File: src/rtl/switch_event_fifo.sv
// switch_event_fifo: detects edges on the debounced switch vector and queues
// them as (index, level) events in a first-word-fall-through FIFO. When more
// than one lane is waiting, the lowest index is queued first.
//
// Handshake: event_valid is high whenever the FIFO head holds an event. The
// head (event_index/event_level) is held stable until it is accepted. A pop
// happens on a rising clock edge where event_valid && event_ready. If
// event_ready is high while event_valid is low, nothing happens.
module switch_event_fifo #(
  parameter int input_count = 16,
  parameter int fifo_depth  = 8,
  localparam int idx_w = (input_count > 1) ? $clog2(input_count) : 1,
  localparam int ptr_w = (fifo_depth > 1) ? $clog2(fifo_depth) : 1,
  localparam int cnt_w = $clog2(fifo_depth) + 1
) (
  input  logic                   clk,
  input  logic                   reset,
  input  logic [input_count-1:0] switch_inputs,
  output logic                   event_valid,
  input  logic                   event_ready,
  output logic [idx_w-1:0]       event_index,
  output logic                   event_level,
  output logic [cnt_w-1:0]       event_count,
  output logic                   overflow,
  input  logic                   overflow_clear
);

  logic [input_count-1:0] prev;
  logic [input_count-1:0] pending;
  logic                   primed;
  logic [input_count-1:0] change;
  logic [input_count-1:0] grant;
  logic [idx_w-1:0]       grant_idx;
  logic                   grant_found;
  logic                   push;
  logic                   pop;
  logic                   push_allowed;

  // Each entry is {lane index, new level}.
  logic [idx_w:0]         mem [fifo_depth];
  logic [ptr_w-1:0]       rd_ptr;
  logic [ptr_w-1:0]       wr_ptr;
  logic [cnt_w-1:0]       count;
  logic [idx_w:0]         head;

  // Edge detection. The first clock after reset only primes prev, so any
  // switch that is already on at reset does not produce an event.
  always_comb begin
    change = primed ? (switch_inputs ^ prev) : '0;
  end

  // Pick the lowest pending lane. A lane is granted only if it can be pushed
  // this cycle, which is either because there is free space or because a pop
  // is happening on the same edge.
  always_comb begin
    grant_idx   = '0;
    grant_found = 1'b0;
    for (int i = 0; i < input_count; i++) begin
      if (pending[i] && !grant_found) begin
        grant_found = 1'b1;
        grant_idx   = idx_w'(i);
      end
    end
    pop          = event_valid && event_ready;
    push_allowed = (count < cnt_w'(fifo_depth)) || pop;
    push         = grant_found && push_allowed;
    grant        = '0;
    if (push) grant[grant_idx] = 1'b1;
  end

  // prev, primed and the pending mask. While the FIFO is full, pending bits
  // stay set until there is space for them.
  always_ff @(posedge clk or posedge reset) begin
    if (reset) begin
      prev    <= '0;
      pending <= '0;
      primed  <= 1'b0;
    end else begin
      prev    <= switch_inputs;
      primed  <= 1'b1;
      pending <= (pending & ~grant) | change;
    end
  end

  // Sticky overflow flag. It is set when a new edge arrives on a lane that
  // already has an event waiting, so the two edges are merged into one.
  // Setting takes priority over clearing.
  always_ff @(posedge clk or posedge reset) begin
    if (reset) begin
      overflow <= 1'b0;
    end else if (|(change & pending & ~grant)) begin
      overflow <= 1'b1;
    end else if (overflow_clear) begin
      overflow <= 1'b0;
    end
  end

  // FIFO storage. The level written is the lane's level at the time of the
  // push, so a lane that toggles twice before it is served gives one event
  // carrying the latest level.
  always_ff @(posedge clk) begin
    if (push) mem[wr_ptr] <= {grant_idx, prev[grant_idx]};
  end

  // FIFO pointers and occupancy. The pointers wrap naturally. Because the
  // occupancy is a separate counter, full and empty can still be told apart
  // when the two pointers are equal.
  always_ff @(posedge clk or posedge reset) begin
    if (reset) begin
      rd_ptr <= '0;
      wr_ptr <= '0;
      count  <= '0;
    end else begin
      if (push) wr_ptr <= wr_ptr + 1'b1;
      if (pop)  rd_ptr <= rd_ptr + 1'b1;
      case ({push, pop})
        2'b10:   count <= count + 1'b1;
        2'b01:   count <= count - 1'b1;
        default: count <= count;
      endcase
    end
  end

  // Head outputs. These are forced to zero when the FIFO is empty, so the
  // storage never needs to be reset.
  always_comb begin
    head        = mem[rd_ptr];
    event_valid = (count != '0);
    event_count = count;
    event_index = event_valid ? head[idx_w:1] : '0;
    event_level = event_valid ? head[0] : 1'b0;
  end

endmodule

File: config.mk
export PLATFORM = sky130hd
export DESIGN_NAME = switch_event_fifo
export DESIGN_NICKNAME = d
export VERILOG_FILES = /design/src/rtl/switch_event_fifo.sv
export SDC_FILE = /design/constraint.sdc
export NUM_CORES = 1
export LEC_CHECK = 0
export ABC_CLOCK_PERIOD_IN_PS = 2500
export CORE_ASPECT_RATIO = 1.5
export CORE_UTILIZATION = 45
export CTS_CLUSTER_SIZE = 16
export DETAILED_ROUTE_END_ITERATION = 8
export GPL_ROUTABILITY_DRIVEN = 0
export PLACE_DENSITY = 0.72
export SLEW_MARGIN = 25
export SYNTH_ARGS = -nofsm -noshare
export SYNTH_HDL_FRONTEND = slang
export SYNTH_SLANG_ARGS = --single-unit
File: constraint.sdc
create_clock -name clk -period 2.5 [get_ports clk]
set_input_delay 0.5 -clock clk [delete_from_list [all_inputs] [get_ports clk]]
set_output_delay 0.5 -clock clk [all_outputs]
set_load 0.02 [all_outputs]
# After elaboration in Yosys (flattened, before gate mapping)
# Memory sizes are Yosys's and may differ from the RTL's.
# Index checks and enable logic that the tools add are counted.
[totals] reg_bits=44 output_inout_bits=11 ram_bits=40 elab_cells=105 input_bits=20 memories=1
[classes] bitwise=6 n_reduce_logical=38 n_mux=44 n_addsub=4 magnitude_cmp=3 eq_ne=2
[memory_table] memory="mem" words=8 word_bits=5 read_ports=1 rd_clocked_by_memory_dff=0 wr=1 line_no="40" source="logic [idx_w:0] mem [fifo_depth];"
[op_table] cell="2-to-1 mux 4 bit" count=15
[op_table] cell="AND 16 bit" count=3
[op_table] cell="2-to-1 mux 16 bit" count=2
[op_table] cell="2-to-1 mux 1 bit" count=24
[op_table] cell="logical AND 1 bit" count=18
[op_table] cell="NOT 16 bit" count=1
[op_table] cell="OR 16 bit" count=1
[op_table] cell="OR reduction 16 bit" count=1
[op_table] cell="XOR 16 bit" count=1
[op_table] cell="logical NOT 1 bit" count=15
[op_table] cell="case mux 4 bit (2 select lines)" count=1
[op_table] cell="adder 3 x 1 -> 3 bit, second input constant" count=2
[op_table] cell="less-than comparator 4 x 5 -> 1 bit, second input constant" count=1
[op_table] cell="adder 4 x 1 -> 4 bit, second input constant" count=1
[op_table] cell="binary-select mux 1 bit (select 4 bit)" count=1
[op_table] cell="demux 1 bit (select 4 bit)" count=1
[op_table] cell=">= comparator 4 x 1 -> 1 bit, second input constant" count=1
[op_table] cell="less-than comparator 4 bit, second input constant" count=1
[op_table] cell="nonzero test 2 bit" count=2
[op_table] cell="nonzero test 4 bit" count=1
[op_table] cell="subtractor 4 x 1 -> 4 bit, second input constant" count=1
[op_table] cell="equality test 2 x 1 -> 1 bit, second input constant" count=1
[op_table] cell="equality test 2 bit, second input constant" count=1
[op_table] cell="logical OR 1 bit" count=1

# Logic depth before layout (Yosys ltp)
# Gate-level depths: netlist of run 1.
[logic_depth] word_depth=55 depth_mapped=12 mapped_depth_nobuf=12

# Worst setup path after synthesis of run 1
# No wires, ideal clock.
[synth_path] path_kind="reg2reg" from="register count[1], in the netlist event_count[1]" to="register count[3], in the netlist event_count[3]" synth_period_minus_slack_ps=2838 setup_slack_ps=-338 t_required_ps=2367 stages_incl_launch_ff=12 arrival_time_ps=2705 setup_time_ps=133 path_buffers=0 cell_sequence="dfrtp_1 > nor4_1 > inv_1 > nand2_1 > inv_1 > ha_1 > ha_1 > a21o_1 > a21oi_1 > xnor2_1 > nor2_1 > xor2_1"
[synth_between] elab_chain_cells=6 word_cells_on_any_way=11 cone_classes="add/sub (2); order compare (1); eq/ne (2); mux (1); reduce/logical (5)"
[synth_rtl] element="start: declaration" line_no="43" source="logic [cnt_w-1:0] count;"
[synth_rtl] element="start signal: assignment" line_no="117" source="2'b10: count <= count + 1'b1;"
[synth_rtl] element="start signal: assignment" line_no="118" source="2'b01: count <= count - 1'b1;"
[synth_rtl] element="start signal: assignment" line_no="119" source="default: count <= count;"
[synth_rtl] element="nonzero test 4 bit (*)" line_no="128" source="event_valid = (count != '0);"
[synth_rtl] element="named net event_valid" line_no="19" source="output logic event_valid,"
[synth_rtl] element="logical AND 1 bit (*)" line_no="64" source="pop = event_valid && event_ready;"
[synth_rtl] element="named net pop" line_no="36" source="logic pop;"
[synth_rtl] element="logical OR 1 bit" line_no="65" source="push_allowed = (count < cnt_w'(fifo_depth)) || pop;"
[synth_rtl] element="logical AND 1 bit" line_no="66" source="push = grant_found && push_allowed;"
[synth_rtl] element="equality test 2 x 1 -> 1 bit / equality test 2 bit (equally long branches)" line_no="116" source="case ({push, pop})"
[synth_rtl] element="case mux 4 bit (2 select lines) / nonzero test 2 bit (equally long branches)"
# Mark *: on every way through the listed nets, which the timed path passes. The rest lies on a longest branch.
# A chain may end at the register's enable or synchronous reset.

# Final worst setup path of run 1
[layout_path] from="register pending[5]" to="register overflow"
[layout_between] elab_chain_cells=41 word_cells_on_any_way=56 cone_classes="order compare (2); mux (26); bitwise (3); reduce/logical (25)"
[layout_rtl] element="start: declaration" line_no="29" source="logic [input_count-1:0] pending;"
[layout_rtl] element="start signal: assignment" line_no="81" source="pending <= (pending & ~grant) | change;"
[layout_rtl] element="logical AND 1 bit" line_no="59" source="if (pending[i] && !grant_found) begin"
[layout_rtl] element="2-to-1 mux 1 bit" line_no="59"
[layout_rtl] element="logical NOT 1 bit" line_no="59"
[layout_rtl] element="logical AND 1 bit" line_no="59"
[layout_rtl] element="2-to-1 mux 1 bit" line_no="59"
[layout_rtl] element="logical NOT 1 bit" line_no="59"
[layout_rtl] element="logical AND 1 bit" line_no="59"
[layout_rtl] element="2-to-1 mux 1 bit" line_no="59"
[layout_rtl] element="[25 not listed]"
[layout_rtl] element="logical AND 1 bit (implied by the code)" line_no="68" source="if (push) grant[grant_idx] = 1'b1;"
[layout_rtl] element="2-to-1 mux 1 bit (implied by the code)" line_no="68"
[layout_rtl] element="demux 1 bit (select 4 bit)" line_no="68"
[layout_rtl] element="2-to-1 mux 16 bit" line_no="68"
[layout_rtl] element="NOT 16 bit" line_no="91" source="end else if (|(change & pending & ~grant)) begin"
[layout_rtl] element="AND 16 bit (*)" line_no="91"
[layout_rtl] element="OR reduction 16 bit (*)" line_no="91"
[layout_rtl] element="2-to-1 mux 1 bit / nonzero test 2 bit (equally long branches)"
[layout_rtl] element="end signal: assignment" line_no="90" source="overflow <= 1'b0;"
[layout_rtl] element="end signal: assignment" line_no="92" source="overflow <= 1'b1;"
[layout_rtl] element="end signal: assignment" line_no="94" source="overflow <= 1'b0;"
[layout_rtl] element="end: declaration" line_no="24" source="output logic overflow,"
# Mark *: on every way between the ends. The rest lies on a longest branch, timed or not.

==> results of run 1 <==
metal layers:
layer,up-vias,global-route usage (%)
met4,0,18.8
met1,1510,24.8
li1,1425,-
met5,-,0
met3,71,5.79
met2,135,40.4
cell usage in the layout, fill, tap and decap left out, drive strengths merged, types with 3 or more instances in the layout:
master          n
buf            70
nand2          44
dfrtp          44
edfxtp         40
clkdlybuf4s50  25
nor2           24
o21ai          21
xor2           17
inv            12
clkbuf         11
mux4           10
nor3           10
nand2b          7
nand3           7
nor4            7
mux2i           6
xnor2           6
mux2            5
or2             5
ha              5
or4             4
a21oi           4
o31ai           4
and3            4
nor2b           3
nand4           3
bufinv          3
clkdlybuf4s15   3
a211o           3
a22o            3
a31oi           3
clkinv          3
critical path, cell delays in order (launching register included):
cell and delay [ns]:
dfrtp_2 0.44, or4_4 0.59, nor4_4 0.37, nand2_4 0.15
a21oi_2 0.14, nand3_1 0.10, a41o_1 0.22, or4_1 0.49
area by class of cell:
| type | count | area [um2] |
|---|---|---|
| clock buffers | 10 | 229 |
| clock inverters | 6 | 113 |
| fillers | 665 | 3280 |
| inverters | 12 | 45.0 |
| multi-input cells | 225 | 1810 |
| flip-flops and latches | 84 | 2310 |
| well taps | 110 | 138 |
| repair buffers | 101 | 861 |
registers in the layout (all words and copies together) (netlist names):
register     cells
prev            16
pending         16
mem             40
wr_ptr           3
primed           1
event_count      4
overflow         1
rd_ptr           3
final timing paths:
kind | start | to | slack (ns)
worst max-delay path | pending[5] | overflow | -0.12
worst min-delay path | reset | prev[2] | 0.44
worst max register to register | pending[5] | overflow | -0.12
worst min register to register | wr_ptr[0] | wr_ptr[0] | 0.53
max in group asynchronous | reset | pending[5] | 1.51
min in group clk | wr_ptr[0] | wr_ptr[0] | 0.53
per-stage QoR:
stage,worst slack (ns),utilization (%),area [um2]
floorplan,0.00203,-,4130
global placement,-0.134,56.8,4990
detailed placement,-0.192,56.8,4990
CTS,-0.0686,61.3,5380
global route,-0.183,62.7,5500
finish,-0.118,62.7,5500
power groups by stage:
| stage | clock network [uW] | logic [uW] | registers [uW] |
|---|---|---|---|
| 2_1_floorplan | 0 | 1360 | 2100 |
| 3_3_place_gp | 0 | 2220 | 2150 |
| 3_5_place_dp | 0 | 2300 | 2170 |
| 4_1_cts | 1530 | 2290 | 2150 |
| 5_1_grt | 1590 | 2580 | 2210 |
| 6_report | 1510 | 2380 | 2160 |
what timing repair did:
| action | in CTS | in global routing |
|---|---|---|
| hold buffers | 0 | 0 |
| gates cloned | 0 | 1 |
| setup endpoints to repair | 15 | 20 |
| pin swaps | 3 | 12 |
| setup buffers | 2 | 5 |
| resized for setup | 18 | 15 |
kinds of logic after synthesis:
family / count (synthesis) / share of synthesized area (%)
fa+ha+maj: 6 / 2.03
flops: 84 / 56.6
mux: 21 / 8.39
simple gates: 122 / 15.7
other cells: 1 / 0.0921
compound gates: 52 / 9.56
xor+xnor: 23 / 4.95
buf+inv: 22 / 2.70
==> results.sh, run 1 <==
export IMPL_status="finished with violations"
export IMPL_violations="setup timing"
export IMPL_nets=459
export IMPL_synth_top_area_share_pct=29.5
export IMPL_synth_area_um2=4070
export IMPL_worstPathArrival_ns=2.84
export IMPL_worst_setup_path_start_kind="register"
export IMPL_vdd_drop_max_v=0.000832
export IMPL_wl_met3_um=545
export IMPL_cap_viol_max_count=0
export IMPL_p_seq_share_pct=35.8
export IMPL_power_frac_comb_pct=39.3
export IMPL_port_buffers=30
export IMPL_ys_ff_latch=84
export IMPL_finalHoldViolations=0
export IMPL_required_ns=2.72
export IMPL_rsz0062_at_grt="true"
export IMPL_cts_buffers=9
export IMPL_dpl_cell_count=525
export IMPL_clk_latency_ns=0.34
export IMPL_synth_nets=357
export IMPL_yosys_area_top_type="edfxtp_1"
export IMPL_skew_ns=0.00637
export IMPL_synth_common_cells="dfrtp_1, nand2_1, edfxtp_1"
export IMPL_cp_end_kind="register"
export IMPL_finalNonFillerCells=548
export IMPL_slew_viol_final=0
export IMPL_drc=0
export IMPL_gr_total_overflow=0
export IMPL_via_per_inst=5.73
export IMPL_clkPwrFrac_pct=25.0
export IMPL_holdWs_ns=0.437
export IMPL_rows=42
export IMPL_clock_path_buffers=2
export IMPL_wl_um=10300
export IMPL_synth_area_leaders="edfxtp_1, dfrtp_1, mux4_2"
export IMPL_synth_distinct_cells=60
export IMPL_fin_crit_sh_pct=105
export IMPL_p_total_uw=6050
export IMPL_fp_dieH_um=118
export IMPL_grt_use_total_pct=24.0
export IMPL_drtPass1Iterations=5
export IMPL_fin_setup_tns_ns=-0.162
export IMPL_layout_setup_ws_ns=-0.118
export IMPL_top_layer="met4"
export IMPL_min_period_ns=2.62
export IMPL_synth_flop_cell="dfrtp_1"
export IMPL_die_w_um=79.7
export IMPL_cp_max_fo=5
export IMPL_power_density_nw_per_um2=1100
export IMPL_ant_nets=0
export IMPL_power_switching_uw=2000
export IMPL_tightest_slew_ns=0.503
export IMPL_hp_class="in2async"
export IMPL_grt_start_max_net_pins=19
export IMPL_syn_to_final_growth_pct=35.1
export IMPL_clockRootBuffer="clkbuf_16"
export IMPL_async_flop_share_pct=52.4
export IMPL_cts_tree="done"
export IMPL_synthCells=331
export IMPL_p_leak_uw=0.00218
export IMPL_maxSlewHeadroom_pct=66.2
export IMPL_initial_utilization_pct=46.4
export IMPL_vias=3141
export IMPL_antennaDiodeCount=0
export IMPL_yosysSeqAreaShare_pct=56.6
export IMPL_antenna_found_initial=0
export IMPL_top_level_ports=31
export IMPL_setup_viol=10
export IMPL_wl_per_cell_um=18.9
export IMPL_dieArea_um2=9440
export IMPL_grt_pass1_wl_um=16300
export IMPL_numClockSinks=84
export IMPL_layout_drive_gt1_share_pct=34.0
export IMPL_grt_pass1_vias=3221
export IMPL_p_int_uw=4050
export IMPL_synth_edf_count=40
export IMPL_syn_avg_cell_area_um2=12.3
export IMPL_max_freq_ghz=0.382
export IMPL_drt_iter0_markers=210
export IMPL_dp_hpwl_um=7610
export IMPL_yosys_warnings=0
export IMPL_wl_met2_um=5420
export IMPL_core_area_um2=8780
export IMPL_h_tree_depth=3
export IMPL_yosysMostFrequentCell="dfrtp_1"
export IMPL_clk_pin_slew_worst_paths_ns=0.06
export IMPL_rr_worst_depth=7
export IMPL_critical_path_class="reg2reg"
export IMPL_drt_met1_wl_um=3490
export IMPL_p_sw_share_pct=33.0
No activity file was read; power rests on OpenSTA's default activity.
==> inputs of run 2 (changes only) <==
- CORE_ASPECT_RATIO: 1.5 -> not set
- CTS_BUF_LIST: not set -> sky130_fd_sc_hd__clkbuf_16
==> run 2 against run 1 <==
The flow still finishes with violations (setup timing). Global-route usage fell by 0.69 points. Die area barely moved. Total power fell by 2.8%. Clock-buffer cell count fell by 1. Fmax rose by 1.5%. Final cell count rose by 1.6%. Clock power fell by 9%. Sequential power barely moved.
==> results.sh, run 2 (synthesized netlist as in run 1, its figures left out) <==
export IMPL_cap_viol_max_count=0
export IMPL_cp_cell_sequence="or4_4, buf_4, nor3_2, buf_4, nor3_1, o21ai_0, nand4_1, or4_1"
export IMPL_fin_util_pct=63.7
export IMPL_nets=470
export IMPL_p_int_uw=3840
export IMPL_fin_setup_tns_ns=-0.464
export IMPL_top_level_ports=31
export IMPL_setup_viol=9
export IMPL_pre_cts_ws_ns=-0.187
export IMPL_rr_worst_depth=8
export IMPL_tightest_slew_ns=0.548
export IMPL_vdd_drop_max_v=0.000452
export IMPL_layout_drive_gt1_share_pct=35.4
export IMPL_syn_to_final_growth_pct=36.4
export IMPL_required_ns=2.70
export IMPL_r2r_start="pending[9]"
export IMPL_antenna_found_initial=0
export IMPL_skew_ns=0.00519
export IMPL_wl_per_cell_um=18.4
export IMPL_rows=34
export IMPL_power_density_nw_per_um2=1060
export IMPL_reg_top3="mem: 40 flops, pending: 16 flops, prev: 16 flops"
export IMPL_critPathSlowestCell="or4_4"
export IMPL_worstPathArrival_ns=2.78
export IMPL_power_switching_uw=2050
export IMPL_reg2reg_to="overflow"
export IMPL_port_buffers=30
export IMPL_numClockSinks=84
export IMPL_cp_end_kind="register"
export IMPL_hold_buffers=0
export IMPL_cp_common_cell="buf_4"
export IMPL_grt_pass1_vias=3379
export IMPL_maxSlewHeadroom_pct=63.4
export IMPL_clkPwrFrac_pct=23.5
export IMPL_layout_commonest_cell="buf_4"
export IMPL_antennaDiodeCount=0
export IMPL_fill_cells=623
export IMPL_gr_total_overflow=0
export IMPL_violations="setup timing"
export IMPL_seq_area_um2=2310
export IMPL_drc=0
export IMPL_largest_register="mem"
export IMPL_ant_nets=0
export IMPL_vias=3161
export IMPL_p_seq_share_pct=36.6
export IMPL_clockRootBuffer="clkbuf_16"
export IMPL_slowest_delay_ns=0.62
export IMPL_core_area_um2=8720
export IMPL_fp_dieH_um=97.1
export IMPL_p_leak_uw=0.00221
export IMPL_cts_buffers=9
export IMPL_rsz0062_at_grt="true"
export IMPL_wl_um=10300
export IMPL_grt_pass1_wl_um=16900
export IMPL_min_period_ns=2.58
export IMPL_critical_path_class="reg2reg"
export IMPL_die_w_um=97.1
export IMPL_power_frac_comb_pct=39.9
export IMPL_multiInputGateArea_um2=1810
export IMPL_grt_use_total_pct=23.3
export IMPL_max_freq_ghz=0.388
export IMPL_dieArea_um2=9430
export IMPL_dp_hpwl_um=7170
export IMPL_drt_iter0_markers=208
export IMPL_p_sw_share_pct=34.8
export IMPL_fin_crit_sh_pct=103
export IMPL_hp_class="in2async"
export IMPL_cp_max_fo=5
export IMPL_initial_utilization_pct=46.7
export IMPL_layout_setup_ws_ns=-0.0803
export IMPL_clk_pin_slew_worst_paths_ns=0.07
export IMPL_clk_latency_ns=0.33
export IMPL_worst_setup_path_start_kind="register"
export IMPL_grt_start_max_net_pins=45
export IMPL_drtPass1Iterations=5
export IMPL_layout_common_cells="buf_4, nand2_1, dfrtp_1"
export IMPL_via_per_inst=5.68
export IMPL_status="finished with violations"
export IMPL_clock_path_buffers=2
export IMPL_reg2reg_slack_ns=-0.08
export IMPL_slew_viol_final=0
export IMPL_cts_tree="done"
export IMPL_finalHoldViolations=0
export IMPL_largest_reg_flops=40
export IMPL_h_tree_depth=3
[run 2: metrics by stage]
step / instances / hold slack, ns / instance area [um2] / power, uW
after global routing: 557 / 0.553 / 5550 / 6210
after CTS: 552 / 0.531 / 5470 / 5830
final: 557 / 0.504 / 5550 / 5890
after global placement: 521 / 0.505 / 4980 / 4330
after detailed placement: 521 / 0.516 / 4980 / 4430
after floorplan: 331 / 0.487 / 4130 / 3450
[run 2: power by group through the flow]
stage / Sequential, uW / Combinational [uW] / Clock (uW)
global route: 2180 / 2560 / 1470
floorplan: 2100 / 1360 / 0
finish: 2150 / 2350 / 1380
CTS: 2140 / 2280 / 1400
detailed placement: 2150 / 2270 / 0
global placement: 2120 / 2210 / 0
[run 2: how the worst max path moves through the flow]
stage | from | end | cells past startpoint
after floorplan | pending[4] | mem[0][0] | 8
after global placement | switch_inputs[9] | overflow | 8
after detailed placement | pending[3] | mem[7][0] | 6
after CTS | pending[3] | overflow | 7
after global routing | pending[6] | overflow | 7
final | pending[9] | overflow | 8
[run 2: metal layers]
layer / up-vias / global-route usage [%] / share of wire [%]
li1: 1444 / - / -
met5: - / 0 / 0
met4: 0 / 11.0 / 4.3
met1: 1529 / 27.9 / 38
met3: 44 / 4.32 / 5.8
met2: 144 / 40.5 / 52
[run 2: critical path: cells and delay by family, from the launching register on]
family	cells	cell delay (ns)
buffers and inverters	2	0.35
and+or+nand+nor	5	1.54
DFF	1	0.43
AOI/OAI and AO/OA	1	0.15
[run 2: area by class of cell]
| class | count | area share, % |
|---|---|---|
| sequential | 84 | 41.5 |
| timing repair buffer | 112 | 16.9 |
| clock inverter | 7 | 1.60 |
| tap | 108 | 2.43 |
| multi-input combinational | 225 | 32.7 |
| inverter | 12 | 0.811 |
| clock buffer | 9 | 4.06 |
[run 2: timing repair]
action / in CTS / in global routing
gates resized for setup: 16 / 13
pin swaps: 14 / 11
endpoints found under the setup margin: 15 / 14
buffers inserted: 15 / 6
hold endpoints to repair: 0 / 0
==> inputs of run 3 (changes only) <==
- CAP_MARGIN: not set -> 30
- DONT_BUFFER_PORTS: not set -> 1
- PLACE_DENSITY: 0.72 -> 0.67
==> run 3 against run 2 <==
The flow still finishes with violations (setup timing). Clock-buffer cell count is the same. Worst hold slack got worse by 0.36 ns. Clock skew hardly changed. Critical endpoint unchanged. Final cell count down 8.4%. Routed wire length is 6.9% lower. Die area stayed put. Utilization fell by 5.1 points. First-iteration DRC count rose by 12%. Via count decreased by 6.2%. Final area fell by 8.1%. Combinational power fell by 10%.
==> results.sh, run 3 (synthesized netlist as in run 1, its figures left out) <==
export IMPL_status="finished with violations"
export IMPL_fin_area_um2=5100
export IMPL_antenna_found_initial=0
export IMPL_endpoint="overflow"
export IMPL_hp_class="in2async"
export IMPL_finalHoldViolations=0
export IMPL_cts_buffers=9
export IMPL_p_sw_share_pct=36.2
export IMPL_grt_use_total_pct=21.1
export IMPL_slew_viol_final=0
export IMPL_power_switching_uw=2010
export IMPL_cp_max_fo=8
export IMPL_vias=2964
export IMPL_vdd_drop_max_v=0.000415
export IMPL_reg2reg_slack_ns=-0.11
export IMPL_rr_worst_depth=8
export IMPL_cp_end_kind="register"
export IMPL_skew_ns=0.00529
export IMPL_maxSlewHeadroom_pct=43.9
export IMPL_cap_viol_max_count=0
export IMPL_ant_nets=0
export IMPL_top_level_ports=31
export IMPL_syn_to_final_growth_pct=25.4
export IMPL_fp_dieH_um=97.1
export IMPL_p_int_uw=3540
export IMPL_nets=423
export IMPL_layout_setup_ws_ns=-0.113
export IMPL_power_density_nw_per_um2=1090
export IMPL_drc=0
export IMPL_initial_utilization_pct=46.7
export IMPL_largest_reg_flops=40
export IMPL_reg_top3="mem: 40 flops, pending: 16 flops, prev: 16 flops"
export IMPL_layout_drive_gt1_share_pct=34.3
export IMPL_critPathLaunch="pending[2]"
export IMPL_wl_um=9560
export IMPL_tightest_slew_ns=0.835
export IMPL_placed_cell_area_um2=4590
export IMPL_cts_tree="done"
export IMPL_seq_area_um2=2300
export IMPL_fin_crit_sh_pct=105
export IMPL_max_freq_ghz=0.383
export IMPL_die_w_um=97.1
export IMPL_layout_common_cells="buf_4, nand2_1, dfrtp_1"
export IMPL_antennaDiodeCount=0
export IMPL_grt_pass1_vias=2950
export IMPL_clk_latency_ns=0.34
export IMPL_gr_total_overflow=0
export IMPL_grt_pass1_wl_um=15100
export IMPL_required_ns=2.71
export IMPL_worst_setup_path_start_kind="register"
export IMPL_reg2reg_to="overflow"
export IMPL_wl_per_cell_um=18.7
export IMPL_power_frac_comb_pct=38.0
export IMPL_drtPass1Iterations=5
export IMPL_critical_path_class="reg2reg"
export IMPL_clkPwrFrac_pct=23.8
export IMPL_clockRootBuffer="clkbuf_16"
export IMPL_fin_util_pct=58.5
export IMPL_drt_iter0_markers=233
export IMPL_layout_commonest_cell="buf_4"
export IMPL_rsz0062_at_grt="true"
export IMPL_port_buffers=0
export IMPL_h_tree_depth=3
export IMPL_hold_buffers=0
export IMPL_worstPathArrival_ns=2.82
export IMPL_rows=34
export IMPL_r2r_start="pending[2]"
export IMPL_grt_start_max_net_pins=45
export IMPL_clock_path_buffers=2
export IMPL_fill_cells=686
export IMPL_violations="setup timing"
export IMPL_dieArea_um2=9430
export IMPL_multiInputGateArea_um2=1810
export IMPL_core_area_um2=8720
export IMPL_clk_pin_slew_worst_paths_ns=0.07
export IMPL_numClockSinks=84
export IMPL_largest_register="mem"
export IMPL_dp_hpwl_um=6890
export IMPL_min_period_ns=2.61
export IMPL_p_leak_uw=0.00200
export IMPL_setup_viol=9
export IMPL_p_seq_share_pct=38.2
export IMPL_via_per_inst=5.81
## run 3: changes by cell type in the layout (fill, tap and decap cells not counted), sizes merged
cell,previous run,this run
bufinv,1,0
inv,17,16
buf,82,65
dlygate4sd2,5,0
clkinvlp,1,0
clkdlybuf4s50,25,0
clkinv,0,3
## run 3: worst max-delay path, stage by stage (launching register included)
cell     delay (ns)
dfrtp_1        0.46
nor2_2         0.16
o311a_1        0.23
o21ai_4        0.10
buf_6          0.15
or2_2          0.38
o31ai_1        0.31
nand4_1        0.14
or4_1          0.54
## run 3: power groups by stage
stage	Sequential, uW	Clock, uW	Combinational (uW)
2_1_floorplan	2100	0	1360
3_3_place_gp	2110	0	1940
3_5_place_dp	2130	0	1980
4_1_cts	2100	1340	2030
5_1_grt	2150	1400	2280
6_report	2120	1320	2110
## run 3: repair_timing
item,4_1_cts,5_1_grt
buffers inserted,4,8
setup endpoints to repair,10,12
resized for setup,11,11
pin swaps,7,13
## run 3: worst min-delay path by stage
stage	startpoint	endpoint	slack, ns	depth (start not counted)
floorplan	wr_ptr[0]	wr_ptr[0]	0.49	2
global placement	wr_ptr[0]	wr_ptr[0]	0.50	2
detailed placement	wr_ptr[0]	wr_ptr[0]	0.53	2
CTS	switch_inputs[14]	prev[14]	0.17	0
global route	switch_inputs[14]	prev[14]	0.17	0
finish	reset	rd_ptr[2]	0.14	1
## run 3: final cells by class
cell class                 count  share of cell area, %
clock buffer                   9                   4.41
timing repair buffer          65                   9.93
tap                          108                   2.65
inverter                      12                  0.907
sequential                    84                   45.2
clock inverter                 7                   1.45
multi-input combinational    225                   35.5
## run 3: routing by layer
| metal | wire length (um) | vias up | track usage, % |
|---|---|---|---|
| met3 | 711 | 25 | 4.96 |
| met5 | 0 | - | 0 |
| li1 | - | 1351 | - |
| met2 | 4690 | 141 | 34.1 |
| met1 | 3910 | 1447 | 26.9 |
| met4 | 244 | 0 | 10.1 |
## run 3: per-stage QoR
stage / instances / power, uW / TNS (ns) / setup WS, ns / hold slack, ns
after global placement: 482 / 4050 / -0.691 / -0.0957 / 0.502
final: 510 / 5550 / -0.680 / -0.113 / 0.142
after floorplan: 331 / 3450 / 0 / 0.00203 / 0.487
after CTS: 502 / 5470 / -0.284 / -0.0360 / 0.174
after detailed placement: 482 / 4110 / -1.12 / -0.125 / 0.526
after global routing: 510 / 5830 / -1.06 / -0.200 / 0.174
